$ cat src/rtl/display_scan_ctrl.sv
// rtl/display_scan_ctrl.sv - 4-digit 7-segment scan scheduler with frame snapshot and edit blink
module display_scan_ctrl #(
  parameter int DWELL_CYCLES = 1000,
  parameter int BLINK_FRAMES = 64
) (
  input  logic        clock,
  input  logic        reset,
  input  logic        enable,
  input  logic [11:0] time_data,
  input  logic [11:0] set_data,
  input  logic        set_mode,
  input  logic [1:0]  set_field,
  output logic [11:0] data_show,
  output logic [2:0]  byte_status,
  output logic [3:0]  segment_byte_control,
  output logic        frame_tick
);

  localparam int DW = $clog2(DWELL_CYCLES);
  localparam int FW = (BLINK_FRAMES > 1) ? $clog2(BLINK_FRAMES) : 1;
  localparam logic [DW-1:0] DWELL_LAST = DW'(DWELL_CYCLES - 1);
  localparam logic [FW-1:0] FRAME_LAST = FW'(BLINK_FRAMES - 1);

  logic [DW-1:0] dwell_count;
  logic [FW-1:0] frame_count;
  logic          blink_phase;
  logic [1:0]    prev_field;
  logic          prev_mode;

  logic step_end;
  logic frame_wrap;
  logic edit_change;
  logic visible;

  assign step_end    = enable && (dwell_count == DWELL_LAST);
  assign frame_wrap  = step_end && (byte_status == 3'd7);
  assign edit_change = (set_field != prev_field) || (set_mode != prev_mode);
  // A fresh edit selection is shown immediately, even if the stored phase is dark.
  assign visible     = blink_phase || edit_change;

  always_ff @(posedge clock or negedge reset) begin
    if (!reset) begin
      dwell_count          <= '0;
      byte_status          <= 3'd0;
      frame_count          <= '0;
      blink_phase          <= 1'b1;
      prev_field           <= 2'd0;
      prev_mode            <= 1'b0;
      data_show            <= 12'd0;
      frame_tick           <= 1'b0;
      segment_byte_control <= 4'b0000;
    end else begin
      prev_field <= set_field;
      prev_mode  <= set_mode;
      frame_tick <= frame_wrap;

      if (enable) begin
        dwell_count <= step_end ? '0 : dwell_count + 1'b1;
        if (step_end)
          byte_status <= byte_status + 3'd1;
      end

      if (frame_wrap)
        data_show <= set_mode ? set_data : time_data;

      if (edit_change) begin
        frame_count <= '0;
        blink_phase <= 1'b1;
      end else if (frame_wrap) begin
        if (frame_count == FRAME_LAST) begin
          frame_count <= '0;
          blink_phase <= ~blink_phase;
        end else begin
          frame_count <= frame_count + 1'b1;
        end
      end

      if (!enable)
        segment_byte_control <= 4'b0000;
      else if (set_mode && !visible && set_field == 2'd1)
        segment_byte_control <= 4'b1100;
      else if (set_mode && !visible && set_field == 2'd2)
        segment_byte_control <= 4'b0011;
      else
        segment_byte_control <= 4'b1111;
    end
  end

endmodule
$ cat config.mk
export PLATFORM = sky130hd
export DESIGN_NAME = display_scan_ctrl
export DESIGN_NICKNAME = d
export VERILOG_FILES = /design/src/rtl/display_scan_ctrl.sv
export SDC_FILE = /design/constraint.sdc
export NUM_CORES = 1
export LEC_CHECK = 0
export ABC_AREA = 1
export CAP_MARGIN = 20
export CORE_UTILIZATION = 51
export CTS_BUF_LIST = sky130_fd_sc_hd__clkbuf_8
export CTS_CLUSTER_DIAMETER = 120
export DETAILED_ROUTE_END_ITERATION = 8
export PLACE_DENSITY = 0.82
export SETUP_SLACK_MARGIN = 0.4
export SYNTH_ARGS = -nofsm -noshare
export SYNTH_HDL_FRONTEND = slang
export SYNTH_SLANG_ARGS = --single-unit
$ cat constraint.sdc
create_clock -name clock -period 2.14 [get_ports clock]
set_clock_uncertainty 0.2 [all_clocks]
set_input_delay 0.214 -clock clock [delete_from_list [all_inputs] [get_ports clock]]
set_output_delay 0.214 -clock clock [all_outputs]
set_load 0.01 [all_outputs]
# After elaboration in Yosys (flattened, before gate mapping)
# Cells that the tools add are included.
# classes
mux	11
addsub	3
eq_ne	7
bitwise_logic	1
n_reduce_logical	12
# op_table
op	count
6-bit 2-to-1 mux	3
12-bit 2-to-1 mux	1
4-bit 2-to-1 mux	3
10-bit by 1-bit adder with 10-bit output (second input constant)	1
10-bit == test (second input constant)	1
10-bit 2-to-1 mux	1
6-bit by 1-bit adder with 6-bit output (second input constant)	1
6-bit == test (second input constant)	1
1-bit logical AND	5
2-bit AND reduction	2
2-bit nonzero test	2
3-bit by 1-bit adder with 3-bit output (second input constant)	1
3-bit == test (second input constant)	1
1-bit 2-to-1 mux	3
2-bit by 1-bit == test with 1-bit output (second input constant)	1
2-bit == test (second input constant)	1
1-bit logical OR	2
2-bit != test	1
1-bit logical NOT	1
1-bit != test	1
1-bit NOT	1
# word_totals
reg_bits	40
input_bits	30
output_inout_bits	20
word_cells	43

# Logic depth before layout (Yosys ltp)
# Gate-level depths: netlist of the first run.
# logic_depth
depth_word	9
mapped_depth	8
mapped_depth_nobuf	8

# Least setup slack after synthesis of the first run
# Ideal clock, no wire load.
# synth_path
path_kind	flip-flop to flip-flop
startpoint	register byte_status[0]
endpoint	register data_show[0]
required_time_ns	1.818
n_path_buf	1
path_stages_with_launch	7
slack_ns	0.602
t_arrival_ns	1.216
cell_sequence	dfrtp_1 ha_1 ha_1 nand4_4 buf_6 nand2_2 o21ai_2
# synth_via
elab_chain_len	2
# synth_lines
item	line_no	rtl
start: declaration	14	output logic [2:0] byte_status,
start signal: assignment	60	byte_status <= byte_status + 3'd1;
3-bit == test	36	assign frame_wrap = step_end && (byte_status == 3'd7);
1-bit logical AND	36	
end signal: assignment	64	data_show <= set_mode ? set_data : time_data;
end: declaration	13	output logic [11:0] data_show,
# Every way passes these cells.
# A chain may end at the register's enable or synchronous reset.

# Worst setup path after layout of the first run
# layout_path
startpoint	register dwell_count[1]
endpoint	register data_show[2]
# layout_via
elab_chain_len	3
# layout_lines
item	line_no	rtl
start: declaration	24	logic [DW-1:0] dwell_count;
start signal: assignment	58	dwell_count <= step_end ? '0 : dwell_count + 1'b1;
10-bit == test	35	assign step_end = enable && (dwell_count == DWELL_LAST);
1-bit logical AND	35	
1-bit logical AND	36	
# Every way passes these cells.

==> results.json, run 1 <==
{
  "setup_viol": 0,
  "wl_met2_um": 1850,
  "cp.required_ns": 2.11,
  "n_antenna_cell": 0,
  "drt-initial-drc-count": 95,
  "ios": 50,
  "met3_length_um": 290,
  "grt_pass1_wl_um": 6840,
  "p_leak_nw": 1.37,
  "placed_area_mm2": 0.00262,
  "wl_met1_um": 1840,
  "fin_crit_ns": 1.67,
  "startpoint": "dwell_count[1]$_DFFE_PN0P_",
  "crit_chain": "ha_1 > nand2_1 > nor2_8 > nand4_4 > buf_12 > nand2_2 > o21ai_2",
  "cts_max_level": 2,
  "dp_hpwl_um": 3080,
  "fp.dieW_um": 66.0,
  "p_switching_mw": 0.536,
  "grt_max_degree": 18,
  "die_h_um": 66.0,
  "gp_congestion": 0.901,
  "finalHoldViolCount": 0,
  "drt-total-wl_um": 4050,
  "cp_max_fo": 17,
  "slew_headroom_pct": 74.5,
  "grt_pass1_vias": 1564,
  "cts_tree": "built",
  "rsz0062_at_grt": "true",
  "avgSynthCellArea_um2": 8.92,
  "crit_type": "flop to flop",
  "seqPwrFrac_pct": 49.6,
  "drc": 0,
  "clockBufferDepth": 2,
  "layout_commonest_cell": "nand2_1",
  "power_mw": 1.75,
  "p_per_area_mw_per_mm2": 633,
  "overflow": 0,
  "finalMaxSlewViolations": 0,
  "start_util_pct": 54.9,
  "drt-pass1-iter-count": 4,
  "track_usage_pct": 21.0,
  "swShare_pct": 30.6,
  "core_region_area_mm2": 0.00380,
  "seq_area_frac_synth_pct": 45.6,
  "rr_startpoint": "dwell_count[1]$_DFFE_PN0P_",
  "worst_pin_slew_ns": 0.382,
  "drt-wirelength-per-cell_um": 11.8,
  "maxUsedRoutingLayer": "met4",
  "antenna_left": 0,
  "io_buffers": 49,
  "drv_cap": 0,
  "vias_per_cell": 5.04,
  "yosysWarnings": 0,
  "syn_inst": 234,
  "rows": 22,
  "crit_arrival_ns": 1.65,
  "status": "finished clean",
  "synth_area_mm2": 0.00209,
  "clkPwrFrac_pct": 28.2,
  "syn2layout_area_growth_pct": 32.3,
  "design_area_mm2": 0.00276,
  "clk_pin_slew_ns": 0.07,
  "synth_cell_types": 29,
  "reg2regPathDepth": 7,
  "peakVddDrop_v": 0.000535,
  "tns_ns": 0,
  "root_buffer": "clkbuf_8",
  "endpoint_kind": "flop",
  "nets": 327,
  "cpPeakStageDelay_ns": 0.38,
  "layout_common_cells": "50 x nand2_1, 48 x clkdlybuf4s50_1, 36 x dfrtp_1",
  "finalCritPeriodShare_pct": 78.3,
  "synth_seq_cells": 38,
  "start_kind": "flop",
  "cts_made_buffers": 5,
  "critPathSlowestCell": "dfrtp_1",
  "power_frac_comb_pct": 22.1,
  "clk_latency_ns": 0.29,
  "r2r_end": "data_show[2]$_DFFE_PN0P_",
  "intPower_mw": 1.21,
  "hp-class": "input pin to async pin",
  "fmax_ghz": 0.597,
  "antenna_found_initial": 0,
  "die_area_mm2": 0.00435,
  "synthesis.nets": 268,
  "drive_above_1_share_pct": 21.1,
  "r2r_slack_ns": 0.47,
  "cts.sinks": 38,
  "num_vias": 1723
}
==> worst max-delay path by stage <==
stage,endpoint,slack [ns],cells past startpoint
floorplan,data_show[0]$_DFFE_PN0P_,0.60,6
global placement,frame_count[3]$_DFFE_PN0P_,0.25,7
detailed placement,data_show[2]$_DFFE_PN0P_,0.21,7
CTS,byte_status[0],0.43,1
global route,dwell_count[8]$_DFFE_PN0P_,0.35,6
finish,data_show[2]$_DFFE_PN0P_,0.47,7
==> cell usage after synthesis <==
cell type	instances	area (um2)
nor2_8	1	20.0
nand4_4	1	21.3
inv_1	23	86.3
o21ai_1	2	10.0
xnor2_1	1	8.76
buf_4	3	22.5
buf_6	3	33.8
o21bai_1	1	7.51
dfstp_2	1	26.3
xor2_1	1	8.76
nand3b_1	1	7.51
nor3_1	6	30.0
nand4_1	1	6.26
ha_1	4	50.1
nor2_4	1	11.3
nand3_2	7	70.1
xnor2_2	1	16.3
inv_2	3	11.3
clkinv_2	1	5.00
buf_2	3	15.0
nand2_2	12	75.1
nor2_1	21	78.8
nand3_1	18	90.1
o21ai_0	6	30.0
nand2_1	50	188
dfrtp_1	37	926
o21ai_2	12	105
nor2_2	1	6.26
mux2i_1	12	120
==> flip-flops by register name, summed over array words and instances (netlist names) <==
| name | cells |
|---|---|
| blink_phase | 1 |
| byte_status | 3 |
| data_show | 12 |
| dwell_count | 10 |
| frame_count | 6 |
| frame_tick | 1 |
| prev_field | 2 |
| prev_mode | 1 |
| segment_byte_control | 2 |
==> final cells by class <==
type / count / area, um2
clock buffer: 6 / 82.6
clock inverter: 2 / 8.76
fill: 301 / 1040
inverter: 27 / 103
multi-input combinational: 160 / 963
sequential: 38 / 953
tap: 48 / 60.1
timing repair buffer: 61 / 591
==> power by group through the flow <==
stage / sequential [mW] / combinational (mW) / clock (mW)
5_1_grt: 0.875 / 0.437 / 0.545
2_1_floorplan: 0.863 / 0.260 / 0
3_5_place_dp: 0.880 / 0.383 / 0
4_1_cts: 0.866 / 0.386 / 0.508
3_3_place_gp: 0.876 / 0.372 / 0
6_report: 0.868 / 0.387 / 0.494
==> cell families after synthesis <==
kind of cell	after synthesis	synth area share, %
flip-flops	38	45.6
multiplexers	12	5.76
adder cells (fa/ha/maj)	4	2.40
AO/OA/AOI/OAI	21	7.31
XOR/XNOR	3	1.62
AND/OR/NAND/NOR	120	29.0
buffers and inverters	36	8.33
==> layer usage <==
layer / GRT usage (%) / up-vias
li1: - / 873
met1: 26.2 / 776
met2: 34.4 / 64
met3: 6.21 / 10
met4: 7.18 / 0
met5: 0 / -
==> critical path, delay by kind of cell, from the launching register on <==
family | cells | cell delay, ns
buf+inv | 1 | 0.23
fa+ha+maj | 1 | 0.18
flops | 1 | 0.38
simple gates | 4 | 0.51
compound gates | 1 | 0.05
==> metrics by stage <==
stage,setup slack (ns),util [%],std cells,hold slack [ns]
6_report,0.465,72.7,342,0.147
5_1_grt,0.351,72.7,342,0.164
4_1_cts,0.435,72.5,341,0.119
3_5_place_dp,0.207,68.9,328,-0.0956
3_3_place_gp,0.245,68.9,328,-0.0974
2_1_floorplan,0.602,-,234,-0.282
==> what timing repair did <==
action	CTS	global route
hold endpoints to repair	37	0
buffers inserted	4	1
hold buffers	1	0
resized for setup	1	1
pin swaps	1	0
endpoints found under the setup margin	15	21
Power figures use the tool's default switching activity.
==> run 2: changes to the inputs <==
==> constraint.sdc (replaced) <==
create_clock -name clock -period 1.75 [get_ports clock]
set_clock_uncertainty 0.2 [all_clocks]
set_input_delay 0.175 -clock clock [delete_from_list [all_inputs] [get_ports clock]]
set_output_delay 0.175 -clock clock [all_outputs]
set_load 0.01 [all_outputs]
==> results.json, run 2 (synthesis results as in run 1) <==
{
  "status": "finished clean",
  "placed_area_mm2": 0.00269,
  "n_antenna_cell": 0,
  "finalMaxSlewViolations": 0,
  "die_h_um": 66.0,
  "vias_per_cell": 5.45,
  "grt_pass1_wl_um": 8420,
  "worst_slack_ns": 0.0511,
  "gp_congestion": 0.828,
  "cp-endpoint": "data_show[10]$_DFFE_PN0P_",
  "crit_arrival_ns": 1.69,
  "hp-class": "input pin to async pin",
  "drt-total-wl_um": 6110,
  "overflow": 0,
  "layout_common_cells": "48 x nand2_1, 35 x dfrtp_1, 28 x clkdlybuf4s50_1",
  "rsz0062_at_grt": "true",
  "finalHoldViolCount": 0,
  "cp_max_fo": 7,
  "cpPeakStageDelay_ns": 0.41,
  "gr-usage-met2_pct": 44.8,
  "design_area_mm2": 0.00320,
  "track_usage_pct": 26.6,
  "drc": 0,
  "drt-initial-drc-count": 91,
  "rr_startpoint": "dwell_count[1]$_DFFE_PN0P_",
  "nets": 349,
  "cts_made_buffers": 5,
  "startpoint": "dwell_count[1]$_DFFE_PN0P_",
  "drt-pass1-iter-count": 5,
  "clockBufferDepth": 2,
  "pre_cts_ws_ns": -0.00159,
  "antenna_found_initial": 0,
  "cts.sinks": 38,
  "p_leak_nw": 1.59,
  "top_register": "data_show",
  "postLayoutCoreUtil_pct": 84.2,
  "tns_ns": 0,
  "cts_tree": "built",
  "grt_max_degree": 21,
  "layout_commonest_cell": "nand2_1",
  "io_buffers": 49,
  "dp_hpwl_um": 3190,
  "crit_chain": "ha_4 > nand2_4 > nor2_8 > nand4_4 > buf_6 > buf_12 > nand2_2 > o21ai_2",
  "die_area_mm2": 0.00435,
  "busiest_layer": "met2",
  "fmax_ghz": 0.589,
  "power_mw": 2.54,
  "critical_path.top_delay_family": "simple AND/OR/NAND/NOR gates",
  "clk_pin_slew_ns": 0.08,
  "critPathSlowestCell": "dfrtp_1",
  "crit_type": "flop to flop",
  "core_region_area_mm2": 0.00380,
  "cp.required_ns": 1.74,
  "fp.dieW_um": 66.0,
  "worst_pin_slew_ns": 0.467,
  "start_util_pct": 54.9,
  "largest_registers": "data_show (12), dwell_count (10), frame_count (6)",
  "r2r_end": "data_show[10]$_DFFE_PN0P_",
  "slew_headroom_pct": 68.8,
  "endpoint_kind": "flop",
  "seqCellArea_um2": 955,
  "cts_max_level": 2,
  "r2r_slack_ns": 0.05,
  "n_fill_cell": 195,
  "drive_above_1_share_pct": 32.9,
  "rows": 22,
  "ios": 50,
  "p_per_area_mw_per_mm2": 794,
  "drv_cap": 0,
  "grt.met1_usage_pct": 33.2,
  "fin_crit_ns": 1.70,
  "finalCritPeriodShare_pct": 97.1,
  "cp.depth": 8,
  "grt_use_met3_pct": 4.14,
  "grt_pass1_vias": 1772,
  "largest_reg_flops": 12,
  "drt-wirelength-per-cell_um": 16.8,
  "peakVddDrop_v": 0.000782,
  "root_buffer": "clkbuf_8",
  "syn2layout_area_growth_pct": 53.2,
  "reg2regPathDepth": 8,
  "start_kind": "flop",
  "antenna_left": 0,
  "setup_viol": 0,
  "num_vias": 1984,
  "cp_num_buf_inv": 2,
  "clk_latency_ns": 0.30,
  "multi_input_area_mm2": 0.00110
}
[run 2: cell count changes in the layout (fill, tap and decap cells not counted), moves of 4 or more]
cell and delta:
buf_6 +8, nand2_2 -6, ha_1 -4, buf_4 +9
clkdlybuf4s50_1 -20, clkdlybuf4s15_1 +15, nand2_4 +8
[run 2: how the worst min path moves through the flow]
| stage | cells past startpoint | slack [ns] | from | to |
|---|---|---|---|---|
| finish | 2 | 0.15 | reset | data_show[5]$_DFFE_PN0P_ |
| global route | 2 | 0.21 | reset | data_show[5]$_DFFE_PN0P_ |
| CTS | 2 | 0.17 | reset | segment_byte_control[1]$_DFF_PN0_ |
| detailed placement | 1 | -0.06 | reset | segment_byte_control[1]$_DFF_PN0_ |
| global placement | 1 | -0.06 | reset | segment_byte_control[2]$_DFF_PN0_ |
| floorplan | 0 | -0.32 | reset | byte_status[0]$_DFFE_PN0P_ |
[run 2: worst register-to-register path: cells and delay by family (launching register included)]
family	cells	cell delay [ns]
AO/OA/AOI/OAI	1	0.06
AND/OR/NAND/NOR	4	0.45
flip-flops	1	0.41
buffers and inverters	2	0.31
adder cells (fa/ha/maj)	1	0.17
[run 2: metrics by stage]
step / hold WS, ns / instances
6_report: 0.150 / 364
3_3_place_gp: -0.0608 / 329
5_1_grt: 0.207 / 364
4_1_cts: 0.171 / 355
2_1_floorplan: -0.321 / 234
3_5_place_dp: -0.0568 / 329
[run 2: final cells by class]
cell class              count  share of cell area (%)
multi-input cells         160                    34.3
clock buffers               8                    3.44
repair buffers             83                    27.2
inverters                  27                    3.33
well taps                  48                    1.88
flip-flops and latches     38                    29.9
[run 2: where the power goes]
group,internal [mW],leakage [nW],switching [mW]
logic,0.323,1.05,0.424
registers,0.974,0.486,0.102
clock network,0.398,0.0575,0.319
[run 2: timing repair]
item / 4_1_cts / 5_1_grt
setup buffers: 14 / 9
gates resized for setup: 49 / 34
pin swaps: 2 / 7
hold endpoints to repair: 37 / 0
endpoints found under the setup margin: 52 / 49
hold buffers: 1 / 0
gates cloned: 3 / 0
[run 2: per-layer routing]
layer,up-vias,wire length [um]
met4,0,250
met5,-,0
met2,94,3090
met1,957,2450
li1,908,-
met3,25,324
